===== src/rtl/ysyx_24100006_wbu_pkg.sv =====
// Shared encodings for the write-back stage: data-select codes, FSM states
// and the trap cause used by the memory stage.
package ysyx_24100006_defs;
  localparam int XLEN   = 32;
  localparam int GPR_AW = 4;
  localparam int RET_W  = 64;

  typedef enum logic [2:0] {
    GPR_RD_ALU = 3'd0,
    GPR_RD_MEM = 3'd1,
    GPR_RD_PC4 = 3'd2,
    GPR_RD_IMM = 3'd3,
    GPR_RD_CSR = 3'd4
  } gpr_rd_e;

  typedef enum logic [1:0] {
    CSR_RD_RW = 2'd0,
    CSR_RD_RS = 2'd1,
    CSR_RD_RC = 2'd2,
    CSR_RD_RD = 2'd3
  } csr_rd_e;

  typedef enum logic [1:0] {
    S_IDLE   = 2'd0,
    S_COMMIT = 2'd1,
    S_HALT   = 2'd2
  } state_e;

  localparam logic [7:0] MCAUSE_STORE_FAULT = 8'h7;
endpackage


===== src/rtl/ysyx_24100006_wbu_if.sv =====
// Memory-stage -> write-back handshake bundle. The memory stage is the master.
interface ysyx_24100006_wbu_if #(
  parameter int XLEN   = 32,
  parameter int GPR_AW = 4
);
  logic              wb_in_valid;
  logic              wb_in_ready;
  logic [XLEN-1:0]   pc_W;
  logic [XLEN-1:0]   npc_W;
  logic [XLEN-1:0]   alu_result_W;
  logic [XLEN-1:0]   sext_imm_W;
  logic [XLEN-1:0]   rs1_data_W;
  logic [XLEN-1:0]   rdata_csr_W;
  logic [XLEN-1:0]   Mem_rdata_extend;
  logic              is_break_i;
  logic              irq_W;
  logic [7:0]        irq_no_W;
  logic              Gpr_Write_W;
  logic [GPR_AW-1:0] Gpr_Write_Addr_W;
  logic [2:0]        Gpr_Write_RD_W;
  logic              Csr_Write_W;
  logic [11:0]       Csr_Write_Addr_W;
  logic [1:0]        Csr_Write_RD_W;

  modport master (
    output wb_in_valid, pc_W, npc_W, alu_result_W, sext_imm_W, rs1_data_W,
           rdata_csr_W, Mem_rdata_extend, is_break_i, irq_W, irq_no_W,
           Gpr_Write_W, Gpr_Write_Addr_W, Gpr_Write_RD_W,
           Csr_Write_W, Csr_Write_Addr_W, Csr_Write_RD_W,
    input  wb_in_ready
  );

  modport slave (
    input  wb_in_valid, pc_W, npc_W, alu_result_W, sext_imm_W, rs1_data_W,
           rdata_csr_W, Mem_rdata_extend, is_break_i, irq_W, irq_no_W,
           Gpr_Write_W, Gpr_Write_Addr_W, Gpr_Write_RD_W,
           Csr_Write_W, Csr_Write_Addr_W, Csr_Write_RD_W,
    output wb_in_ready
  );
endinterface


===== src/rtl/ysyx_24100006_wbu_mux.sv =====
// Write-back data select for the GPR and CSR write ports.
module ysyx_24100006_wb_mux
  import ysyx_24100006_defs::*;
#(
  parameter int XLEN = 32
) (
  input  logic [2:0]      i_gpr_rd,
  input  logic [1:0]      i_csr_rd,
  input  logic [XLEN-1:0] i_pc,
  input  logic [XLEN-1:0] i_alu,
  input  logic [XLEN-1:0] i_imm,
  input  logic [XLEN-1:0] i_rs1,
  input  logic [XLEN-1:0] i_csr_old,
  input  logic [XLEN-1:0] i_mem,
  output logic [XLEN-1:0] o_gpr_wdata,
  output logic [XLEN-1:0] o_csr_wdata
);
  always_comb begin
    o_gpr_wdata = '0;
    case (i_gpr_rd)
      GPR_RD_ALU: o_gpr_wdata = i_alu;
      GPR_RD_MEM: o_gpr_wdata = i_mem;
      GPR_RD_PC4: o_gpr_wdata = i_pc + XLEN'(4);
      GPR_RD_IMM: o_gpr_wdata = i_imm;
      GPR_RD_CSR: o_gpr_wdata = i_csr_old;
      default:    o_gpr_wdata = '0;
    endcase
  end

  always_comb begin
    o_csr_wdata = i_rs1;
    case (i_csr_rd)
      CSR_RD_RW: o_csr_wdata = i_rs1;
      CSR_RD_RS: o_csr_wdata = i_csr_old | i_rs1;
      CSR_RD_RC: o_csr_wdata = i_csr_old & ~i_rs1;
      CSR_RD_RD: o_csr_wdata = i_csr_old;
      default:   o_csr_wdata = i_rs1;
    endcase
  end
endmodule


===== src/rtl/ysyx_24100006_wbu.sv =====
// Write-back stage: latch on accept, single-cycle commit one cycle later,
// sticky halt on ebreak, retired-instruction counter.
module ysyx_24100006_wbu
  import ysyx_24100006_defs::*;
#(
  parameter int XLEN   = 32,
  parameter int GPR_AW = 4,
  parameter int RET_W  = 64
) (
  input  logic               clk,
  input  logic               reset,
  ysyx_24100006_wbu_if.slave wb,
  output logic               gpr_wen,
  output logic [GPR_AW-1:0]  gpr_waddr,
  output logic [XLEN-1:0]    gpr_wdata,
  output logic               csr_wen,
  output logic [11:0]        csr_waddr,
  output logic [XLEN-1:0]    csr_wdata,
  output logic               trap_wen,
  output logic [XLEN-1:0]    trap_mepc,
  output logic [XLEN-1:0]    trap_mcause,
  output logic               commit_valid,
  output logic [XLEN-1:0]    commit_pc,
  output logic [XLEN-1:0]    commit_npc,
  output logic               halt,
  output logic [RET_W-1:0]   minstret
);
  state_e            r_state;
  logic              r_ready, r_halt;
  logic              r_gpr_wen, r_csr_wen, r_trap_wen, r_commit;
  logic [RET_W-1:0]  r_minstret;
  logic [XLEN-1:0]   r_pc, r_npc, r_alu, r_imm, r_rs1, r_csr_old, r_mem;
  logic              r_brk;
  logic [7:0]        r_irq_no;
  logic [GPR_AW-1:0] r_gaddr;
  logic [2:0]        r_grd;
  logic [11:0]       r_caddr;
  logic [1:0]        r_crd;

  // Strobes are decided at accept time so they leave a flop in the commit cycle.
  always_ff @(posedge clk) begin
    if (reset) begin
      r_state    <= S_IDLE;
      r_ready    <= 1'b1;
      r_halt     <= 1'b0;
      r_gpr_wen  <= 1'b0;
      r_csr_wen  <= 1'b0;
      r_trap_wen <= 1'b0;
      r_commit   <= 1'b0;
      r_minstret <= '0;
      r_pc       <= '0;
      r_npc      <= '0;
      r_alu      <= '0;
      r_imm      <= '0;
      r_rs1      <= '0;
      r_csr_old  <= '0;
      r_mem      <= '0;
      r_brk      <= 1'b0;
      r_irq_no   <= '0;
      r_gaddr    <= '0;
      r_grd      <= '0;
      r_caddr    <= '0;
      r_crd      <= '0;
    end else begin
      r_gpr_wen  <= 1'b0;
      r_csr_wen  <= 1'b0;
      r_trap_wen <= 1'b0;
      r_commit   <= 1'b0;
      case (r_state)
        S_IDLE: begin
          if (wb.wb_in_valid && r_ready) begin
            r_pc       <= wb.pc_W;
            r_npc      <= wb.npc_W;
            r_alu      <= wb.alu_result_W;
            r_imm      <= wb.sext_imm_W;
            r_rs1      <= wb.rs1_data_W;
            r_csr_old  <= wb.rdata_csr_W;
            r_mem      <= wb.Mem_rdata_extend;
            r_brk      <= wb.is_break_i;
            r_irq_no   <= wb.irq_no_W;
            r_gaddr    <= wb.Gpr_Write_Addr_W;
            r_grd      <= wb.Gpr_Write_RD_W;
            r_caddr    <= wb.Csr_Write_Addr_W;
            r_crd      <= wb.Csr_Write_RD_W;
            r_gpr_wen  <= wb.Gpr_Write_W & ~wb.irq_W & (|wb.Gpr_Write_Addr_W);
            r_csr_wen  <= wb.Csr_Write_W & ~wb.irq_W;
            r_trap_wen <= wb.irq_W;
            r_commit   <= 1'b1;
            r_minstret <= r_minstret + RET_W'(1);
            r_ready    <= 1'b0;
            r_state    <= S_COMMIT;
          end
        end
        S_COMMIT: begin
          if (r_brk) begin
            r_halt  <= 1'b1;
            r_state <= S_HALT;
          end else begin
            r_ready <= 1'b1;
            r_state <= S_IDLE;
          end
        end
        S_HALT:  r_state <= S_HALT;
        default: begin
          r_ready <= 1'b1;
          r_state <= S_IDLE;
        end
      endcase
    end
  end

  ysyx_24100006_wb_mux #(.XLEN(XLEN)) u_mux (
    .i_gpr_rd    (r_grd),
    .i_csr_rd    (r_crd),
    .i_pc        (r_pc),
    .i_alu       (r_alu),
    .i_imm       (r_imm),
    .i_rs1       (r_rs1),
    .i_csr_old   (r_csr_old),
    .i_mem       (r_mem),
    .o_gpr_wdata (gpr_wdata),
    .o_csr_wdata (csr_wdata)
  );

  // A reset landing on the commit cycle cancels that commit outright.
  assign gpr_wen      = r_gpr_wen  & ~reset;
  assign csr_wen      = r_csr_wen  & ~reset;
  assign trap_wen     = r_trap_wen & ~reset;
  assign commit_valid = r_commit   & ~reset;

  assign wb.wb_in_ready = r_ready;
  assign gpr_waddr      = r_gaddr;
  assign csr_waddr      = r_caddr;
  assign trap_mepc      = r_pc;
  assign trap_mcause    = {{(XLEN-8){1'b0}}, r_irq_no};
  assign commit_pc      = r_pc;
  assign commit_npc     = r_npc;
  assign halt           = r_halt;
  assign minstret       = r_minstret;
endmodule


===== src/flat_wrapper.sv =====
// flat-port wrapper written by rule: the top's interface ports become plain ports
module ysyx_24100006_wbu_flat import ysyx_24100006_defs::*;
#(
  parameter int XLEN   = 32,
  parameter int GPR_AW = 4,
  parameter int RET_W  = 64
)
  (clk, reset, gpr_wen, gpr_waddr, gpr_wdata, csr_wen, csr_waddr, csr_wdata, trap_wen, trap_mepc, trap_mcause, commit_valid, commit_pc, commit_npc, halt, minstret, wb_wb_in_valid, wb_pc_W, wb_npc_W, wb_alu_result_W, wb_sext_imm_W, wb_rs1_data_W, wb_rdata_csr_W, wb_Mem_rdata_extend, wb_is_break_i, wb_irq_W, wb_irq_no_W, wb_Gpr_Write_W, wb_Gpr_Write_Addr_W, wb_Gpr_Write_RD_W, wb_Csr_Write_W, wb_Csr_Write_Addr_W, wb_Csr_Write_RD_W, wb_wb_in_ready);
  ysyx_24100006_wbu_if #(.XLEN(XLEN), .GPR_AW(GPR_AW)) wb_i ();
  input  logic clk;
  input  logic reset;
  output logic gpr_wen;
  output logic [GPR_AW-1:0] gpr_waddr;
  output logic [XLEN-1:0] gpr_wdata;
  output logic csr_wen;
  output logic [11:0] csr_waddr;
  output logic [XLEN-1:0] csr_wdata;
  output logic trap_wen;
  output logic [XLEN-1:0] trap_mepc;
  output logic [XLEN-1:0] trap_mcause;
  output logic commit_valid;
  output logic [XLEN-1:0] commit_pc;
  output logic [XLEN-1:0] commit_npc;
  output logic halt;
  output logic [RET_W-1:0] minstret;
  input wire logic [$bits(wb_i.wb_in_valid)-1:0] wb_wb_in_valid;
  input wire logic [$bits(wb_i.pc_W)-1:0] wb_pc_W;
  input wire logic [$bits(wb_i.npc_W)-1:0] wb_npc_W;
  input wire logic [$bits(wb_i.alu_result_W)-1:0] wb_alu_result_W;
  input wire logic [$bits(wb_i.sext_imm_W)-1:0] wb_sext_imm_W;
  input wire logic [$bits(wb_i.rs1_data_W)-1:0] wb_rs1_data_W;
  input wire logic [$bits(wb_i.rdata_csr_W)-1:0] wb_rdata_csr_W;
  input wire logic [$bits(wb_i.Mem_rdata_extend)-1:0] wb_Mem_rdata_extend;
  input wire logic [$bits(wb_i.is_break_i)-1:0] wb_is_break_i;
  input wire logic [$bits(wb_i.irq_W)-1:0] wb_irq_W;
  input wire logic [$bits(wb_i.irq_no_W)-1:0] wb_irq_no_W;
  input wire logic [$bits(wb_i.Gpr_Write_W)-1:0] wb_Gpr_Write_W;
  input wire logic [$bits(wb_i.Gpr_Write_Addr_W)-1:0] wb_Gpr_Write_Addr_W;
  input wire logic [$bits(wb_i.Gpr_Write_RD_W)-1:0] wb_Gpr_Write_RD_W;
  input wire logic [$bits(wb_i.Csr_Write_W)-1:0] wb_Csr_Write_W;
  input wire logic [$bits(wb_i.Csr_Write_Addr_W)-1:0] wb_Csr_Write_Addr_W;
  input wire logic [$bits(wb_i.Csr_Write_RD_W)-1:0] wb_Csr_Write_RD_W;
  output wire logic [$bits(wb_i.wb_in_ready)-1:0] wb_wb_in_ready;
  assign wb_i.wb_in_valid = wb_wb_in_valid;
  assign wb_i.pc_W = wb_pc_W;
  assign wb_i.npc_W = wb_npc_W;
  assign wb_i.alu_result_W = wb_alu_result_W;
  assign wb_i.sext_imm_W = wb_sext_imm_W;
  assign wb_i.rs1_data_W = wb_rs1_data_W;
  assign wb_i.rdata_csr_W = wb_rdata_csr_W;
  assign wb_i.Mem_rdata_extend = wb_Mem_rdata_extend;
  assign wb_i.is_break_i = wb_is_break_i;
  assign wb_i.irq_W = wb_irq_W;
  assign wb_i.irq_no_W = wb_irq_no_W;
  assign wb_i.Gpr_Write_W = wb_Gpr_Write_W;
  assign wb_i.Gpr_Write_Addr_W = wb_Gpr_Write_Addr_W;
  assign wb_i.Gpr_Write_RD_W = wb_Gpr_Write_RD_W;
  assign wb_i.Csr_Write_W = wb_Csr_Write_W;
  assign wb_i.Csr_Write_Addr_W = wb_Csr_Write_Addr_W;
  assign wb_i.Csr_Write_RD_W = wb_Csr_Write_RD_W;
  assign wb_wb_in_ready = wb_i.wb_in_ready;
  ysyx_24100006_wbu #(.XLEN(XLEN), .GPR_AW(GPR_AW), .RET_W(RET_W)) u_core (.clk(clk), .reset(reset), .wb(wb_i), .gpr_wen(gpr_wen), .gpr_waddr(gpr_waddr), .gpr_wdata(gpr_wdata), .csr_wen(csr_wen), .csr_waddr(csr_waddr), .csr_wdata(csr_wdata), .trap_wen(trap_wen), .trap_mepc(trap_mepc), .trap_mcause(trap_mcause), .commit_valid(commit_valid), .commit_pc(commit_pc), .commit_npc(commit_npc), .halt(halt), .minstret(minstret));
endmodule

===== config.mk =====
export PLATFORM = sky130hd
export DESIGN_NAME = ysyx_24100006_wbu_flat
export DESIGN_NICKNAME = d
export VERILOG_FILES = /design/src/rtl/ysyx_24100006_wbu_pkg.sv /design/src/rtl/ysyx_24100006_wbu_if.sv /design/src/rtl/ysyx_24100006_wbu_mux.sv /design/src/rtl/ysyx_24100006_wbu.sv /design/src/flat_wrapper.sv
export SDC_FILE = /design/constraint.sdc
export NUM_CORES = 1
export LEC_CHECK = 0
export BUFFER_PORTS_ARGS = -buffer_cell sky130_fd_sc_hd__buf_2
export CORE_ASPECT_RATIO = 0.8
export CORE_MARGIN = 4
export CORE_UTILIZATION = 30
export CTS_BUF_LIST = sky130_fd_sc_hd__clkbuf_2 sky130_fd_sc_hd__clkbuf_4 sky130_fd_sc_hd__clkbuf_8
export CTS_CLUSTER_SIZE = 16
export DETAILED_ROUTE_END_ITERATION = 7
export PLACE_DENSITY = 0.63
export SLEW_MARGIN = 20
export SYNTH_ARGS = -nofsm -noshare
export SYNTH_HDL_FRONTEND = slang
export SYNTH_SLANG_ARGS = --single-unit

===== constraint.sdc =====
create_clock -name clk -period 4.7 [get_ports clk]
set_input_delay 0.94 -clock clk [delete_from_list [all_inputs] [get_ports clk]]
set_output_delay 0.94 -clock clk [all_outputs]
set_load 0.05 [all_outputs]

==> metrics.txt <==
# TYPE chip_impl_metric gauge
chip_impl_info{name="run_status",value="finished, final reports clean"} 1
chip_impl_metric{name="number_of_buffers_created_by_cts",unit=""} 57
chip_impl_metric{name="power",unit="W"} 0.00730
chip_impl_metric{name="detailed_place_hpwl",unit="mm"} 40.7
chip_impl_metric{name="synth_area_per_cell",unit="sq um"} 7.56
chip_impl_metric{name="critical_path_peak_fanout",unit=""} 11
chip_impl_metric{name="cp_data_required_time",unit="ps"} 3760
chip_impl_metric{name="grt_start_max_net_pins",unit=""} 196
chip_impl_metric{name="grt_first_pass_wirelength",unit="mm"} 84.2
chip_impl_metric{name="ys_async_sr_fraction",unit="%"} 0
chip_impl_metric{name="drt_iter0_drc",unit=""} 1235
chip_impl_metric{name="max_transition_margin",unit="%"} 29.1
chip_impl_metric{name="layout_min_cycle_time",unit="ps"} 4140
chip_impl_info{name="timing.critical_path.to_type",value="output port"} 1
chip_impl_metric{name="route.detailed.vias_per_inst",unit=""} 4.99
chip_impl_info{name="root_buffer",value="clkbuf_8"} 1
chip_impl_metric{name="drt_drc_violations_left",unit=""} 0
chip_impl_metric{name="clock_tree.buffer_depth",unit=""} 3
chip_impl_metric{name="number_of_rows_created_at_floorplan",unit=""} 71
chip_impl_metric{name="timing.reg2reg.setup_slack",unit="ps"} 1600
chip_impl_metric{name="drt-wirelength-per-cell",unit="um"} 18.7
chip_impl_metric{name="cellLeakagePower",unit="nW"} 7.72
chip_impl_metric{name="via_count",unit=""} 15080
chip_impl_metric{name="ctsResizeCount",unit=""} 0
chip_impl_metric{name="p_per_area",unit="mW/mm^2"} 394
chip_impl_metric{name="antenna_found_initial",unit=""} 19
chip_impl_metric{name="setup_total_negative_slack",unit="ps"} 0
chip_impl_metric{name="gp_congestion",unit=""} 0.907
chip_impl_metric{name="grt_use_total",unit="%"} 20.6
chip_impl_metric{name="synth.top_cell.area_share",unit="%"} 45.1
chip_impl_info{name="min_path_type",value="reg -> reg"} 1
chip_impl_info{name="startpoint_types",value="flop"} 1
chip_impl_info{name="grt.busiest_layer",value="met2"} 1
chip_impl_metric{name="floorplan_die_height",unit="um"} 204
chip_impl_metric{name="cts_setup_buffers",unit=""} 0
chip_impl_metric{name="synth_seq_area_share",unit="%"} 45.1
chip_impl_metric{name="ys_ff_latch",unit=""} 326
chip_impl_metric{name="synthToLayoutAreaGrowth",unit="%"} 28.3
chip_impl_metric{name="globalRouteOverflowTotal",unit=""} 0
chip_impl_metric{name="cts-htree-levels",unit=""} 2
chip_impl_metric{name="pre_repair_dr_iteration_count",unit=""} 5
chip_impl_metric{name="finalCoreUtilization",unit="%"} 39.2
chip_impl_metric{name="final-setup-viol-count",unit=""} 0
chip_impl_metric{name="mappedNetlistArea",unit="sq mm"} 0.0145
chip_impl_metric{name="worst-r2r-cell-count",unit=""} 6
chip_impl_metric{name="maxClockFrequency",unit="GHz"} 0.241
chip_impl_info{name="yosys.area.top_type",value="dfxtp_1"} 1
chip_impl_metric{name="postCtsHoldBufs",unit=""} 0
chip_impl_info{name="hold_startpoint",value="u_core.halt"} 1
chip_impl_metric{name="portBuffers",unit=""} 513
chip_impl_metric{name="dieArea",unit="sq mm"} 0.0518
chip_impl_metric{name="die_width",unit="um"} 254
chip_impl_metric{name="hold_path_depth",unit=""} 2
chip_impl_info{name="synth_top_cells_by_count",value="nand2_1 (545), dfxtp_1 (326), a21oi_1 (320)"} 1
chip_impl_metric{name="via_count_of_the_first_global_routing_pass",unit=""} 14479
chip_impl_metric{name="synth_edf_count",unit=""} 0
chip_impl_metric{name="fp.coreArea",unit="sq mm"} 0.0473
chip_impl_metric{name="worst_ir_drop_vdd",unit="mV"} 0.200
chip_impl_metric{name="final-max-slew-violation-count",unit=""} 0
chip_impl_metric{name="hold_viol",unit=""} 0
chip_impl_metric{name="use_met3",unit="%"} 5.11
chip_impl_metric{name="cap_viol_max_count",unit=""} 0
chip_impl_metric{name="wl",unit="mm"} 56.4
chip_impl_info{name="rr_endpoint",value="u_core.minstret[58]"} 1
chip_impl_info{name="crit-reg2reg-launch",value="u_core.minstret[0]"} 1
chip_impl_metric{name="layout-drive-gt1-share",unit="%"} 27.6
chip_impl_metric{name="grt.met1_usage",unit="%"} 27.0
chip_impl_metric{name="clock-skew-final",unit="ps"} 23.9
chip_impl_info{name="cts_tree",value="yes"} 1
chip_impl_metric{name="synthDistinctLibCells",unit=""} 46
chip_impl_info{name="setup_repair_after_global_routing_missed_its_margin",value="no"} 1
chip_impl_metric{name="grt_met2_use",unit="%"} 32.7
chip_impl_metric{name="worst_slack",unit="ps"} 555
chip_impl_metric{name="num-nets-final",unit=""} 2607
chip_impl_metric{name="num_io_pins",unit=""} 538
chip_impl_info{name="criticalPathCategory",value="reg -> out"} 1
chip_impl_metric{name="dpl_worst_slack",unit="ps"} 1300
chip_impl_metric{name="initial_core_util",unit="%"} 30.6
chip_impl_metric{name="yosys_warnings",unit=""} 0
chip_impl_metric{name="clkSinkCount",unit=""} 326
chip_impl_metric{name="route.antenna.remaining_nets",unit=""} 0
chip_impl_info{name="synthTopCellsByArea",value="dfxtp_1 (45%), nand2_1 (14%), a21oi_1 (11%)"} 1
chip_impl_metric{name="timing_worst_slew_pin_value",unit="ps"} 1050
chip_impl_metric{name="synthCells",unit=""} 1913
chip_impl_info{name="yosys_most_used_dff",value="dfxtp_1"} 1
chip_impl_metric{name="clk_latency",unit="ps"} 620
chip_impl_metric{name="timing.critical_path.arrival",unit="ps"} 3200
chip_impl_metric{name="final_min_period_over_clock_period",unit="%"} 88.2
chip_impl_info{name="leading_cell_type_by_number_of_instances_after_synthesis",value="nand2_1"} 1
chip_impl_metric{name="clkTransAtPathRegs",unit="ps"} 70
chip_impl_info{name="hold_end",value="u_core.halt"} 1
## flip-flops by register name (all words and copies together), names as in the netlist, 4 cells and up
signal             cells
u_core.minstret       64
u_core.commit_npc     32
u_core.commit_pc      32
u_core.r_alu          32
u_core.r_csr_old      32
u_core.r_imm          32
u_core.r_mem          32
u_core.r_rs1          32
u_core.csr_waddr      12
u_core.r_irq_no        8
u_core.gpr_waddr       4
## worst max-delay path by stage
| stage | startpoint | to | slack [ps] | cells after the start |
|---|---|---|---|---|
| after floorplan | u_core.commit_pc[8] | gpr_wdata[22] | 800 | 5 |
| after global routing | u_core.commit_pc[4] | gpr_wdata[27] | 360 | 6 |
| after global placement | u_core.commit_pc[4] | gpr_wdata[21] | 1400 | 6 |
| after CTS | u_core.commit_pc[4] | gpr_wdata[27] | 580 | 6 |
| final | u_core.commit_pc[4] | gpr_wdata[27] | 560 | 6 |
| after detailed placement | u_core.commit_pc[4] | gpr_wdata[27] | 1300 | 6 |
## layer usage
metal | vias up | part of all wire, %
li1 | 7295 | -
met1 | 7062 | 42
met2 | 587 | 47
met3 | 122 | 7.8
met4 | 14 | 3.0
met5 | - | 0.16
## worst max-delay path, cell delays in order (launching register included)
cell and delay (ps):
dfxtp_1 470, nand3_1 280, nor2_1 810, nand3_1 220
xor2_1 220, o211ai_1 250, buf_2 310
## area by class of cell
type	count	area, sq um
diodes	11	27.5
clock buffers	89	1140
clock inverters	14	153
fillers	4996	28800
inverters	76	285
multi-input cells	1351	6880
flip-flops and latches	326	6530
well taps	620	776
repair buffers	533	2770
## cells by family (layout without fill, tap and decap cells)
logic type	count (synthesis)	count (layout)	synth area share, %
buffers and inverters	259	712	8.22
other	1	35	0.0259
multiplexers	6	6	0.415
flip-flops	326	326	45.1
AND/OR/NAND/NOR	787	787	23.9
AO/OA/AOI/OAI	470	470	18.4
XOR/XNOR	62	62	3.75
adder cells (fa/ha/maj)	2	2	0.173
## cell usage in the layout, fill, tap and decap left out, types with 17 or more instances in the layout
cell,count
a22oi_1,54
or3_1,19
o22ai_1,32
o21ai_0,20
buf_4,17
clkbuf_8,76
nand4_1,44
xnor2_1,19
nor2_1,55
inv_1,76
a21oi_1,320
conb_1,24
nand2_1,545
dfxtp_1,325
o211ai_1,27
buf_2,512
xor2_1,43
nand3_1,38
## per-stage QoR
| step | instances | hold slack [ps] | area [sq um] |
|---|---|---|---|
| after floorplan | 1936 | 436 | 14600 |
| after global placement | 2906 | 435 | 17200 |
| after detailed placement | 2906 | 442 | 17200 |
| after CTS | 3009 | 451 | 18500 |
| after global routing | 3019 | 464 | 18600 |
| final | 3020 | 451 | 18600 |
## power breakdown
group / switching (W) / internal [W]
registers: 0.000130 / 0.00292
logic: 0.000976 / 0.000339
clock network: 0.00124 / 0.00171
No activity file was read; power rests on OpenSTA's default activity.
